**config.mk**
```make
export PLATFORM = sky130hd
export DESIGN_NAME = regfile_write_arbiter
export DESIGN_NICKNAME = d
export VERILOG_FILES = /design/src/rtl/regfile_write_arbiter.sv
export SDC_FILE = /design/constraint.sdc
export NUM_CORES = 1
export LEC_CHECK = 0
export BUFFER_PORTS_ARGS = -buffer_cell sky130_fd_sc_hd__buf_2
export CORE_AREA = 2 2 127 129
export CTS_CLUSTER_SIZE = 10
export DETAILED_ROUTE_END_ITERATION = 12
export DIE_AREA = 0 0 129 131
export HOLD_SLACK_MARGIN = 0.15
export PLACE_DENSITY = 0.79
export SYNTH_ARGS = -nofsm -noshare
export SYNTH_HDL_FRONTEND = slang
export SYNTH_SLANG_ARGS = --single-unit
export TNS_END_PERCENT = 10
```
**constraint.sdc**
```tcl
create_clock -name clock -period 3.4 [get_ports clock]
set_input_delay 0.34 -clock clock [delete_from_list [all_inputs] [get_ports clock]]
set_output_delay 0.34 -clock clock [all_outputs]
set_load 0.02 [all_outputs]
```
**src/rtl/regfile_write_arbiter.sv**
```systemverilog
// regfile_write_arbiter: shares the register-file write port between CPU writeback
// and a buffered I/O injector, with a starvation guard that stalls the CPU once.
module regfile_write_arbiter #(
   parameter int DEPTH    = 4,
   parameter int MAX_WAIT = 8
) (
   input  logic                       clock,
   input  logic                       ctrl_reset,
   input  logic                       wb_we,
   input  logic [4:0]                 wb_reg,
   input  logic [31:0]                wb_data,
   input  logic                       io_valid,
   output logic                       io_ready,
   input  logic [4:0]                 io_reg,
   input  logic [31:0]                io_data,
   output logic                       cpu_stall,
   output logic                       rf_we,
   output logic [4:0]                 rf_reg,
   output logic [31:0]                rf_data,
   output logic [$clog2(DEPTH):0]     io_count,
   output logic                       proto_err
);
   localparam int AW = $clog2(DEPTH);
   localparam int CW = AW + 1;
   localparam int WW = $clog2(MAX_WAIT + 1);
   localparam logic [0:0] NORMAL = 1'b0;
   localparam logic [0:0] STALL  = 1'b1;

   logic [36:0]   mem [DEPTH];
   logic [36:0]   head;
   logic [AW-1:0] wr_ptr, rd_ptr;
   logic [CW-1:0] count;
   logic [WW-1:0] wait_cnt, wait_nxt;
   logic [0:0]    state, state_nxt;
   logic          push, pop, nonempty, blocked;

   assign nonempty  = count != '0;
   assign io_ready  = count < CW'(DEPTH);
   assign io_count  = count;
   assign push      = io_valid && io_ready;
   assign pop       = !wb_we && nonempty;
   assign blocked   = wb_we && nonempty;
   assign head      = mem[rd_ptr];
   assign cpu_stall = state == STALL;

   // The guard trips on the edge where the blocked count reaches MAX_WAIT.
   always_comb begin
      wait_nxt  = pop ? '0 : (blocked && wait_cnt != WW'(MAX_WAIT)) ? wait_cnt + 1'b1 : wait_cnt;
      state_nxt = pop ? NORMAL : (blocked && wait_nxt == WW'(MAX_WAIT)) ? STALL : state;
   end

   always_ff @(posedge clock)
      if (push) mem[wr_ptr] <= {io_reg, io_data};

   always_ff @(posedge clock or posedge ctrl_reset) begin
      if (ctrl_reset) begin
         wr_ptr    <= '0;
         rd_ptr    <= '0;
         count     <= '0;
         wait_cnt  <= '0;
         state     <= NORMAL;
         proto_err <= 1'b0;
         rf_we     <= 1'b0;
         rf_reg    <= '0;
         rf_data   <= '0;
      end else begin
         wr_ptr    <= wr_ptr + AW'(push);
         rd_ptr    <= rd_ptr + AW'(pop);
         count     <= count + CW'(push) - CW'(pop);
         wait_cnt  <= wait_nxt;
         state     <= state_nxt;
         proto_err <= proto_err | (wb_we && state == STALL);
         if (wb_we) begin
            rf_we   <= wb_reg != '0;
            rf_reg  <= wb_reg;
            rf_data <= wb_data;
         end else if (nonempty) begin
            rf_we   <= head[36:32] != '0;
            rf_reg  <= head[36:32];
            rf_data <= head[31:0];
         end else begin
            rf_we   <= 1'b0;
         end
      end
   end
endmodule
```
* Yosys cells after proc, flatten, opt, wreduce, memory -nomap -nowiden
Memory sizes are Yosys's and may differ from the RTL's. Cells that the tools add are included.
Storage, ports and cells: output and inout port bits 44, logic and storage cells 43, bits in registers 51, RAM bits 148, memories 1, bits of input ports 78
Cells by class: $lt $le $gt $ge 1, reductions and logical operators 12, add/sub/neg operators 5, bitwise operators 1, multiplexer cells 12, equal/unequal tests 2
Memory list:
- mem | words 4, bits a word 37, rd ports 1, clocked after Yosys merged registers in 0, wr ports 1, line 29 | logic [36:0] mem [DEPTH];
Operator list (number):
- $mux 32 | 2
- $mux 5 | 2
- $reduce_bool 5->1 | 2
- $mux 4 | 2
- $logic_and 1x1->1 | 6
- $mux 1 | 6
- $add 2x1->2 | 2
- $add 4x1->4 const B | 1
- $eq 4x4->1 const B | 1
- $ne 4x4->1 const B | 1
- $reduce_bool 2->1 | 2
- $add 3x1->3 | 1
- $lt 3x3->1 const B | 1
- $reduce_bool 3->1 | 1
- $sub 3x1->3 | 1
- $logic_not 1->1 | 1
- $or 1x1->1 | 1

* Depth between registers and ports, before layout
Gate-level depths: netlist of run 1.
depth after elaboration 9, depth in mapped cells 11, depth with buffers taken out 9

* Worst setup path before layout of run 1
No wires, ideal clock.
path kind reg-to-reg, from reg count[2], in the netlist io_count[2], to mem mem[1][0] (enable), path buffers 0, library setup time 0.485 ns, stages on the path, launching flop included 4, clock period less this slack 4.073 ns, required time 2.915 ns, arrival time 3.588 ns, slack -0.673 ns, path through dfrtp_1 > inv_1 > nand2_1 > nor3b_1
Between the ends: word-level cells in the longest chain between the ends 4
Ends and longest elaborated chain:
- start: declaration | line 32 | logic [CW-1:0] count;
- start signal: assignment | line 69 | count <= count + CW'(push) - CW'(pop);
- $lt 3x3->1 | line 38 | assign io_ready = count < CW'(DEPTH);
- named net io_ready | line 13 | output logic io_ready,
- $logic_and 1x1->1 | line 40 | assign push = io_valid && io_ready;
- $mux 1 | line 53 | if (push) mem[wr_ptr] <= {io_reg, io_data};
- $mux 1 (not written as such) | line 53
- end: declaration | line 29
The timed path passes the listed nets, and every way through them passes these cells.

* Final worst setup path of run 1
from reg rd_ptr[0], to reg rf_data[21]
Between the ends: word-level cells in the longest chain between the ends 3
Ends and longest elaborated chain:
- start: declaration | line 31 | logic [AW-1:0] wr_ptr, rd_ptr;
- start signal: assignment | line 68 | rd_ptr <= rd_ptr + AW'(pop);
- $mem_v2 4x37
- $mux 32 | line 77 | end else if (nonempty) begin
- $mux 32 | line 73 | if (wb_we) begin
- end signal: assignment | line 76 | rf_data <= wb_data;
- end signal: assignment | line 80 | rf_data <= head[31:0];
- end: declaration | line 19 | output logic [31:0] rf_data,
No other way between the ends. The select of a mux whose other input is x is not followed. A chain may end at the register's enable or synchronous reset.

==> results of run 1 <==
[cell usage in the layout, fill, tap and decap left out, types with 4 or more instances in the layout]
master	synthesis	layout
sky130_fd_sc_hd__dfrtp_1	51	49
sky130_fd_sc_hd__dlygate4sd3_1	0	70
sky130_fd_sc_hd__clkbuf_1	11	4
sky130_fd_sc_hd__buf_4	0	8
sky130_fd_sc_hd__o21ai_0	40	40
sky130_fd_sc_hd__buf_2	9	121
sky130_fd_sc_hd__edfxtp_1	148	148
sky130_fd_sc_hd__ha_1	6	6
sky130_fd_sc_hd__nand2_1	45	45
sky130_fd_sc_hd__inv_1	8	7
sky130_fd_sc_hd__clkbuf_16	0	17
sky130_fd_sc_hd__mux2i_1	37	37
sky130_fd_sc_hd__mux4_2	37	37
[what timing repair did]
item                                   4_1_cts  5_1_grt
endpoints found under the hold margin      181        0
setup endpoints to repair                    0        0
setup buffers                                0        0
hold buffers                                70        0
[worst max path at each step]
| stage | endpoint | slack [ns] | from |
|---|---|---|---|
| after floorplan | mem[0][0] | -0.45 | io_count[2] |
| after global placement | rf_data[10] | 1.12 | rd_ptr[0] |
| after detailed placement | rf_data[12] | 1.08 | rd_ptr[0] |
| after CTS | rf_data[31] | 1.07 | rd_ptr[0] |
| after global routing | rf_data[31] | 0.91 | rd_ptr[0] |
| final | rf_data[21] | 1.12 | rd_ptr[0] |
[synthesized netlist by cell type (all sizes together)]
master	number
edfxtp	148
dfrtp	51
nand2	45
o21ai	41
mux2i	37
mux4	37
buf	11
clkbuf	11
inv	8
ha	6
nand4b	3
nor3	3
xor2	3
a21o	2
a22o	2
nand3b	2
nor2	2
o211ai	2
or4	2
xnor2	2
and3	1
fa	1
nand2b	1
nand3	1
nor3b	1
o41ai	1
[power by group through the flow]
stage	combinational, mW	sequential (mW)	clock, mW
finish	2.08	3.44	2.05
global route	2.26	3.51	2.18
CTS	2.11	3.45	2.09
detailed placement	2.04	3.49	0
global placement	1.99	3.46	0
floorplan	1.34	3.55	0
[stage by stage]
stage / TNS (ns) / worst slack, ns / cells / power [mW] / area [µm²]
after floorplan: -16.48 / -0.445 / 424 / 4.89 / 7730
after global routing: 0 / 0.912 / 849 / 7.95 / 9900
after CTS: 0 / 1.07 / 849 / 7.65 / 9900
after detailed placement: 0 / 1.08 / 747 / 5.54 / 8600
final: 0 / 1.12 / 849 / 7.58 / 9900
after global placement: 0 / 1.12 / 747 / 5.45 / 8600
[layer usage]
| layer | track usage [%] | vias up | wire length (µm) |
|---|---|---|---|
| met5 | 0 | - | 0 |
| met4 | 7.74 | 0 | 322 |
| met3 | 5.58 | 25 | 841 |
| met2 | 33.4 | 149 | 8160 |
| met1 | 25.6 | 2292 | 6620 |
| li1 | - | 2040 | - |
[worst max-delay path, stage by stage (launching register included)]
cell	delay (ns)
sky130_fd_sc_hd__dfrtp_2	0.77
sky130_fd_sc_hd__buf_4	0.50
sky130_fd_sc_hd__mux4_2	0.56
sky130_fd_sc_hd__mux2i_1	0.16
sky130_fd_sc_hd__o21ai_0	0.12
[kinds of logic after synthesis]
| logic type | after synthesis | synth area share (%) |
|---|---|---|
| DFF | 199 | 74.0 |
| muxes | 74 | 15.6 |
| and+or+nand+nor | 61 | 3.53 |
| AOI/OAI and AO/OA | 48 | 3.38 |
| buffers and inverters | 30 | 1.70 |
| adders and majority gates | 7 | 1.23 |
| xor gates and xnor gates | 5 | 0.567 |
[layout make-up]
type                            instances  area share (%)
Tap cell                              216            2.73
Timing Repair Buffer                  199            13.8
Multi-Input combinational cell        195            19.3
Clock buffer                           23            4.73
Sequential cell                       199            57.8
Clock inverter                          9            1.39
Inverter                                8           0.303
==> impl_results.html, run 1 <==
<table>
<tr><th>Metric</th><th>Value</th></tr>
<tr><th colspan="2">Clocking</th></tr>
<tr><td>Number of CTS-inserted buffers</td><td>17</td></tr>
<tr><td>Cell at the root of the clock tree</td><td>sky130_fd_sc_hd__clkbuf_16</td></tr>
<tr><td>Number of sinks handled by clock tree synthesis</td><td>199</td></tr>
<tr><td>Clock tree from TritonCTS</td><td>done</td></tr>
<tr><td>Deepest level of the CTS H-tree</td><td>4</td></tr>
<tr><td>Clock-pin slew on the worst setup and hold paths</td><td>0.07 ns</td></tr>
<tr><td>Post-CTS sizing</td><td>0</td></tr>
<tr><td>Clock network latency to the later pin of the worst-skew pair</td><td>0.43 ns</td></tr>
<tr><td>Clock buffer depth</td><td>2</td></tr>
<tr><th colspan="2">Cells and area</th></tr>
<tr><td>Area used by multi-input combinational logic</td><td>1910 µm²</td></tr>
<tr><td># nets final</td><td>705</td></tr>
<tr><td>Fill cell instance count of the final layout</td><td>1074</td></tr>
<tr><td>Layout-stage area growth over the synthesis result</td><td>28.1%</td></tr>
<tr><td>Register area</td><td>5720 µm²</td></tr>
<tr><td>Post-layout utilization of the core</td><td>63.5%</td></tr>
<tr><td>Number of flip-flops in the largest register</td><td>148</td></tr>
<tr><td>Antenna fix cells</td><td>0</td></tr>
<tr><td>Ratio of cells with drive above 1 in the final layout</td><td>31.9%</td></tr>
<tr><th colspan="2">Placement</th></tr>
<tr><td>Placed wire-length estimate after detailed placement</td><td>9.48 mm</td></tr>
<tr><td>Total of buffers placed on input and output ports</td><td>121</td></tr>
<tr><td>Routability Congestion</td><td>0.743</td></tr>
<tr><th colspan="2">Power</th></tr>
<tr><td>Total net switching power</td><td>2.28 mW</td></tr>
<tr><td>Total power per unit cell area</td><td>766 nW/µm²</td></tr>
<tr><td>Part of the power in registers</td><td>45.4%</td></tr>
<tr><td>Lkg Pwr</td><td>3.73 nW</td></tr>
<tr><td>Share of power burned in the clock network</td><td>27.1%</td></tr>
<tr><td>Net Sw Frac</td><td>30.0%</td></tr>
<tr><td>Power share of the combinational group</td><td>27.5%</td></tr>
<tr><td>Internal Power</td><td>5.31 mW</td></tr>
<tr><td>Max rail drop VDD</td><td>0.468 mV</td></tr>
<tr><th colspan="2">Logic synthesis</th></tr>
<tr><td>Proportion of netlist area held by the largest area contributor</td><td>57.5%</td></tr>
<tr><td>Gate Count Post-Synth</td><td>424</td></tr>
<tr><td>Total number of yosys warnings</td><td>0</td></tr>
<tr><td>Post-synth top area cell</td><td>sky130_fd_sc_hd__edfxtp_1</td></tr>
<tr><td>Number of nets produced by synthesis</td><td>509</td></tr>
<tr><td>Synth area leaders</td><td>sky130_fd_sc_hd__edfxtp_1 (58%), sky130_fd_sc_hd__dfrtp_1 (17%), sky130_fd_sc_hd__mux4_2 (11%)</td></tr>
<tr><td>Number of distinct standard cells referenced by the synthesized netlist</td><td>29</td></tr>
<tr><td>Flip-flop and latch count after synthesis</td><td>199</td></tr>
<tr><td>Cell Area, Synth</td><td>7730 µm²</td></tr>
<tr><td>Avg Synthesized Cell Area</td><td>18.2 µm²</td></tr>
<tr><td>Sequential cell area fraction in the yosys report</td><td>74.0%</td></tr>
<tr><th colspan="2">Worst setup path</th></tr>
<tr><td>Startpoint of the most critical register-to-register path</td><td>rd_ptr[0]</td></tr>
<tr><td>Length in cells of the worst reg-to-reg path</td><td>4</td></tr>
<tr><td>Max FO, Critical Path</td><td>20</td></tr>
<tr><td>Kind of start point of the critical path</td><td>register</td></tr>
<tr><td>Register-to-register path setup slack</td><td>1.12 ns</td></tr>
<tr><td>Worst Path Arrival</td><td>2.54 ns</td></tr>
<tr><td>CP Capture Type</td><td>register</td></tr>
<tr><td>Worst EP required</td><td>3.66 ns</td></tr>
<tr><td>Crit Reg-Reg Endpoint</td><td>rf_data[21]</td></tr>
<tr><td>Worst Path Class, Setup</td><td>reg -&gt; reg</td></tr>
<tr><th colspan="2">Detailed routing</th></tr>
<tr><td>Length of the first detailed-routing pass in iterations</td><td>5</td></tr>
<tr><td>Post-DR wirelength/cell</td><td>18.8 µm</td></tr>
<tr><td>DRC violation total after the first TritonRoute iteration</td><td>286</td></tr>
<tr><td>DRC errors left</td><td>0</td></tr>
<tr><td>Routed wire length</td><td>15.9 mm</td></tr>
<tr><td>Detailed-route vias per instance</td><td>5.31</td></tr>
<tr><td>Via count of the routed design</td><td>4506</td></tr>
<tr><td>Post-detailed-route count of antenna-violating nets</td><td>0</td></tr>
<tr><th colspan="2">STA</th></tr>
<tr><td>Transition time of the tightest slew-check pin</td><td>1.19 ns</td></tr>
<tr><td>Remaining max-slew budget at the tightest pin</td><td>20.3%</td></tr>
<tr><td>RSZ-0062 raised after global routing</td><td>no</td></tr>
<tr><td>Clock period minus final worst setup slack</td><td>2.28 ns</td></tr>
<tr><td>Worst hold-check slack</td><td>0.168 ns</td></tr>
<tr><td>Final worst clock skew</td><td>0.0115 ns</td></tr>
<tr><td>Count of pins over their slew limit</td><td>0</td></tr>
<tr><td>Final-report setup violation count</td><td>0</td></tr>
<tr><td>Max Fclk</td><td>0.439 GHz</td></tr>
<tr><td>Hold Vio Cnt, Final</td><td>0</td></tr>
<tr><td>Portion of the clock cycle consumed by the worst path in the final layout</td><td>66.9%</td></tr>
<tr><th colspan="2">Die</th></tr>
<tr><td>IO Pins</td><td>122</td></tr>
<tr><td>Overall die height</td><td>131 µm</td></tr>
<tr><td>Die footprint</td><td>16900 µm²</td></tr>
<tr><td>Initial cell density of the core</td><td>49.6%</td></tr>
<tr><td>Core Footprint</td><td>15600 µm²</td></tr>
<tr><td>Number of standard-cell rows in the floorplan</td><td>46</td></tr>
<tr><td>DIE WIDTH</td><td>129 µm</td></tr>
<tr><th colspan="2">Min path</th></tr>
<tr><td>Hold EP</td><td>rf_data[20]</td></tr>
<tr><td>Start point of the worst hold path</td><td>wb_data[20]</td></tr>
<tr><td>Hold Path Class</td><td>in -&gt; reg</td></tr>
<tr><td>Hold path cells</td><td>3</td></tr>
<tr><th colspan="2">Global route</th></tr>
<tr><td>Pin count of the biggest net entering global routing</td><td>85</td></tr>
<tr><td>Number of antenna violations at the first check in global routing</td><td>0</td></tr>
<tr><td>Global-route congestion overflow total</td><td>0</td></tr>
<tr><td>Global routing usage summed across all routing layers</td><td>20.1%</td></tr>
<tr><td>Wire length of the first global-routing pass</td><td>24.9 mm</td></tr>
<tr><td>Vias in the first global route</td><td>4692</td></tr>
<tr><th colspan="2">Status</th></tr>
<tr><td>Run status</td><td>complete, no violations</td></tr>
<tr><th colspan="2">Run</th></tr>
<tr><td>Max-capacitance violation count</td><td>0</td></tr>
</table>
Note: power is estimated with default switching activity, not from simulation.
==> run 2: changes to the inputs <==
- CORE_AREA: 2 2 127 129 -> 2 2 121 123
- DIE_AREA: 0 0 129 131 -> 0 0 123 125
- PLACE_DENSITY: 0.79 -> 0.83
- clock period: 3.4 -> 2.1 ns (I/O delays scaled with it)
==> impl_results.html, run 2 (synthesis results as in run 1) <==
<table>
<tr><th>Metric</th><th>Value</th></tr>
<tr><th colspan="2">Worst setup path</th></tr>
<tr><td>Max FO, Critical Path</td><td>3 (-85%)</td></tr>
<tr><td>Kind of start point of the critical path</td><td>register</td></tr>
<tr><td>Largest stage delay, worst path</td><td>0.43 ns (-0.34 ns)</td></tr>
<tr><td>Worst EP required</td><td>2.40 ns (-1.26 ns)</td></tr>
<tr><td>Register-to-register path setup slack</td><td>0.09 ns (-1.04 ns)</td></tr>
<tr><td>CP Capture Type</td><td>register</td></tr>
<tr><td>Worst Path Class, Setup</td><td>reg -&gt; reg</td></tr>
<tr><td>Family of cells with the greatest summed delay on the critical path</td><td>adder cells</td></tr>
<tr><td>Cell type of the slowest stage on the worst timing path</td><td>sky130_fd_sc_hd__dfrtp_2</td></tr>
<tr><td>Cell Chain, Critical Path</td><td>nor3_4, nor2_1, ha_1, inv_1, ha_1, inv_1, fa_2, xnor2_2, xnor2_1</td></tr>
<tr><td>Worst Path Arrival</td><td>2.31 ns (-0.23 ns)</td></tr>
<tr><td>Buffering stage count on the worst path with inverters included</td><td>2 (+1)</td></tr>
<tr><th colspan="2">Min path</th></tr>
<tr><td>Hold Path Class</td><td>in -&gt; reg</td></tr>
<tr><th colspan="2">Power</th></tr>
<tr><td>Lkg Pwr</td><td>3.78 nW (+1.5%)</td></tr>
<tr><td>Internal Power</td><td>8.43 mW (+59%)</td></tr>
<tr><td>Total net switching power</td><td>3.79 mW (+66%)</td></tr>
<tr><td>Overall power after layout</td><td>12.2 mW (+61%)</td></tr>
<tr><td>Total power per unit cell area</td><td>1220 nW/µm² (+59%)</td></tr>
<tr><td>Max rail drop VDD</td><td>0.657 mV (+40%)</td></tr>
<tr><td>Share of power burned in the clock network</td><td>24.9% (-2.2 points)</td></tr>
<tr><td>Net Sw Frac</td><td>31.0% (+0.99 points)</td></tr>
<tr><td>Power share of the combinational group</td><td>30.6% (+3.1 points)</td></tr>
<tr><td>Part of the power in registers</td><td>44.4% (-1.0 points)</td></tr>
<tr><th colspan="2">Placement</th></tr>
<tr><td>Placed wire-length estimate after detailed placement</td><td>9.24 mm (-2.5%)</td></tr>
<tr><td>Worst-case setup slack after placement</td><td>0.00413 ns (-1.07 ns)</td></tr>
<tr><td>Total of buffers placed on input and output ports</td><td>121 (unchanged)</td></tr>
<tr><td>Routability Congestion</td><td>0.717 (-3.5%)</td></tr>
<tr><th colspan="2">STA</th></tr>
<tr><td>Transition time of the tightest slew-check pin</td><td>0.751 ns (-0.444 ns)</td></tr>
<tr><td>Hold Vio Cnt, Final</td><td>0 (unchanged)</td></tr>
<tr><td>Final worst clock skew</td><td>0.00682 ns (-0.00469 ns)</td></tr>
<tr><td>Count of pins over their slew limit</td><td>0 (unchanged)</td></tr>
<tr><td>RSZ-0062 raised after global routing</td><td>yes</td></tr>
<tr><td>Max Fclk</td><td>0.497 GHz (+13%)</td></tr>
<tr><td>Remaining max-slew budget at the tightest pin</td><td>49.9% (+30 points)</td></tr>
<tr><td>Portion of the clock cycle consumed by the worst path in the final layout</td><td>95.8% (+29 points)</td></tr>
<tr><td>Final-report setup violation count</td><td>0 (unchanged)</td></tr>
<tr><td>Clock period minus final worst setup slack</td><td>2.01 ns (-0.264 ns)</td></tr>
<tr><td>Smallest setup slack after layout</td><td>0.0884 ns (-1.04 ns)</td></tr>
<tr><th colspan="2">Die</th></tr>
<tr><td>DIE WIDTH</td><td>123 µm (-4.7%)</td></tr>
<tr><td>Number of standard-cell rows in the floorplan</td><td>44 (-4.3%)</td></tr>
<tr><td>Initial cell density of the core</td><td>54.4% (+4.9 points)</td></tr>
<tr><td>Die footprint</td><td>15400 µm² (-9.0%)</td></tr>
<tr><td>IO Pins</td><td>122 (unchanged)</td></tr>
<tr><td>Overall die height</td><td>125 µm (-4.6%)</td></tr>
<tr><td>Core Footprint</td><td>14200 µm² (-8.9%)</td></tr>
<tr><th colspan="2">Cells and area</th></tr>
<tr><td># nets final</td><td>718 (+1.8%)</td></tr>
<tr><td>Fill cell instance count of the final layout</td><td>899 (-16%)</td></tr>
<tr><td>Layout-stage area growth over the synthesis result</td><td>29.6%</td></tr>
<tr><td>Most frequent cells in the layout</td><td>sky130_fd_sc_hd__edfxtp_1 (148), sky130_fd_sc_hd__buf_2 (121), sky130_fd_sc_hd__dlygate4sd3_1 (76)</td></tr>
<tr><td>Most common library cell in the layout ignoring fill and taps</td><td>sky130_fd_sc_hd__edfxtp_1</td></tr>
<tr><td>Number of flip-flops in the largest register</td><td>148 (unchanged)</td></tr>
<tr><td>Antenna fix cells</td><td>0 (unchanged)</td></tr>
<tr><td>Ratio of cells with drive above 1 in the final layout</td><td>33.4% (+1.5 points)</td></tr>
<tr><th colspan="2">Detailed routing</th></tr>
<tr><td>Post-detailed-route count of antenna-violating nets</td><td>0 (unchanged)</td></tr>
<tr><td>Via count of the routed design</td><td>4567 (+1.4%)</td></tr>
<tr><td>DRC errors left</td><td>0 (unchanged)</td></tr>
<tr><td>Routed wire length</td><td>16.0 mm (+0.45%)</td></tr>
<tr><td>DRC violation total after the first TritonRoute iteration</td><td>262 (-8.4%)</td></tr>
<tr><td>Length of the first detailed-routing pass in iterations</td><td>4 (-1)</td></tr>
<tr><td>Post-DR wirelength/cell</td><td>19.3 µm (+2.8%)</td></tr>
<tr><td>Detailed-route vias per instance</td><td>5.50 (+3.7%)</td></tr>
<tr><th colspan="2">Global route</th></tr>
<tr><td>Global-route congestion overflow total</td><td>0 (unchanged)</td></tr>
<tr><td>Wire length of the first global-routing pass</td><td>25.8 mm (+3.3%)</td></tr>
<tr><td>Global routing usage summed across all routing layers</td><td>22.6% (+2.4 points)</td></tr>
<tr><td>Pin count of the biggest net entering global routing</td><td>85 (unchanged)</td></tr>
<tr><td>Number of antenna violations at the first check in global routing</td><td>0 (unchanged)</td></tr>
<tr><td>Vias in the first global route</td><td>4981 (+6.2%)</td></tr>
<tr><th colspan="2">Clocking</th></tr>
<tr><td>Clock-pin slew on the worst setup and hold paths</td><td>0.07 ns (about the same)</td></tr>
<tr><td>Cell at the root of the clock tree</td><td>sky130_fd_sc_hd__clkbuf_16</td></tr>
<tr><td>Number of sinks handled by clock tree synthesis</td><td>199 (unchanged)</td></tr>
<tr><td>Number of CTS-inserted buffers</td><td>17 (unchanged)</td></tr>
<tr><td>Clock buffer depth</td><td>2 (unchanged)</td></tr>
<tr><td>Deepest level of the CTS H-tree</td><td>4 (unchanged)</td></tr>
<tr><td>Clock tree from TritonCTS</td><td>done</td></tr>
<tr><td>Clock network latency to the later pin of the worst-skew pair</td><td>0.42 ns (about the same)</td></tr>
<tr><th colspan="2">Run</th></tr>
<tr><td>Max-capacitance violation count</td><td>0 (unchanged)</td></tr>
<tr><th colspan="2">Status</th></tr>
<tr><td>Run status</td><td>complete, no violations</td></tr>
</table>
-- run 2: worst reg2reg max path, delay by kind of cell, from the launching register on --
kind          cells  cell delay [ns]
simple gates      2             0.29
fa+ha+maj         3             0.79
buf+inv           2             0.12
xor+xnor          2             0.27
flops             1             0.43
-- run 2: worst paths after layout --
path,cells after the start,start,end
max in group asynchronous,4,ctrl_reset,io_count[2]
min in group asynchronous,3,ctrl_reset,rf_data[28]
setup / recovery,9,io_count[2],io_count[2]
hold / removal,5,io_valid,io_count[0]
setup reg to reg,9,io_count[2],io_count[2]
hold reg to reg,1,proto_err,proto_err
-- run 2: layout make-up --
type	instances	area [µm²]	area share (%)
sequential	199	5720	57.2
inverter	8	30.0	0.300
tap	184	230	2.30
multi-input combinational	195	1930	19.3
clock inverter	13	124	1.24
clock buffer	19	433	4.32
timing repair buffer	212	1540	15.4
-- run 2: repair_timing --
item | CTS | global route
pin swaps | 0 | 0
endpoints found under the setup margin | 1 | 3
hold endpoints to repair | 213 | 0
hold buffers | 76 | 0
gates resized for setup | 0 | 2
gates cloned | 0 | 0
buffers inserted | 1 | 0
-- run 2: metal layers --
metal / track usage (%) / vias up / wire length (µm)
met5: 0 / - / 0
met1: 29.0 / 2308 / 6400
met4: 9.22 / 0 / 324
li1: - / 2062 / -
met2: 37.8 / 168 / 8430
met3: 4.56 / 29 / 865
-- run 2: stage by stage --
step	TNS [ns]	utilization, %	area (µm²)	hold WS [ns]	std cells
after floorplan	-4.25	-	7770	0.309	424
after global placement	0	61.1	8680	0.349	721
after detailed placement	0	61.1	8680	0.366	721
after CTS	0	70.4	10000	0.345	830
after global routing	-0.0416	70.5	10000	0.412	830
final	0	70.5	10000	0.393	830
-- run 2: power groups by stage --
stage          clock [mW]  combinational (mW)  sequential, mW
2_1_floorplan           0                2.20            5.76
3_3_place_gp            0                3.49            5.43
3_5_place_dp            0                3.59            5.50
4_1_cts              3.11                3.76            5.43
5_1_grt              3.25                4.07            5.50
6_report             3.05                3.74            5.43
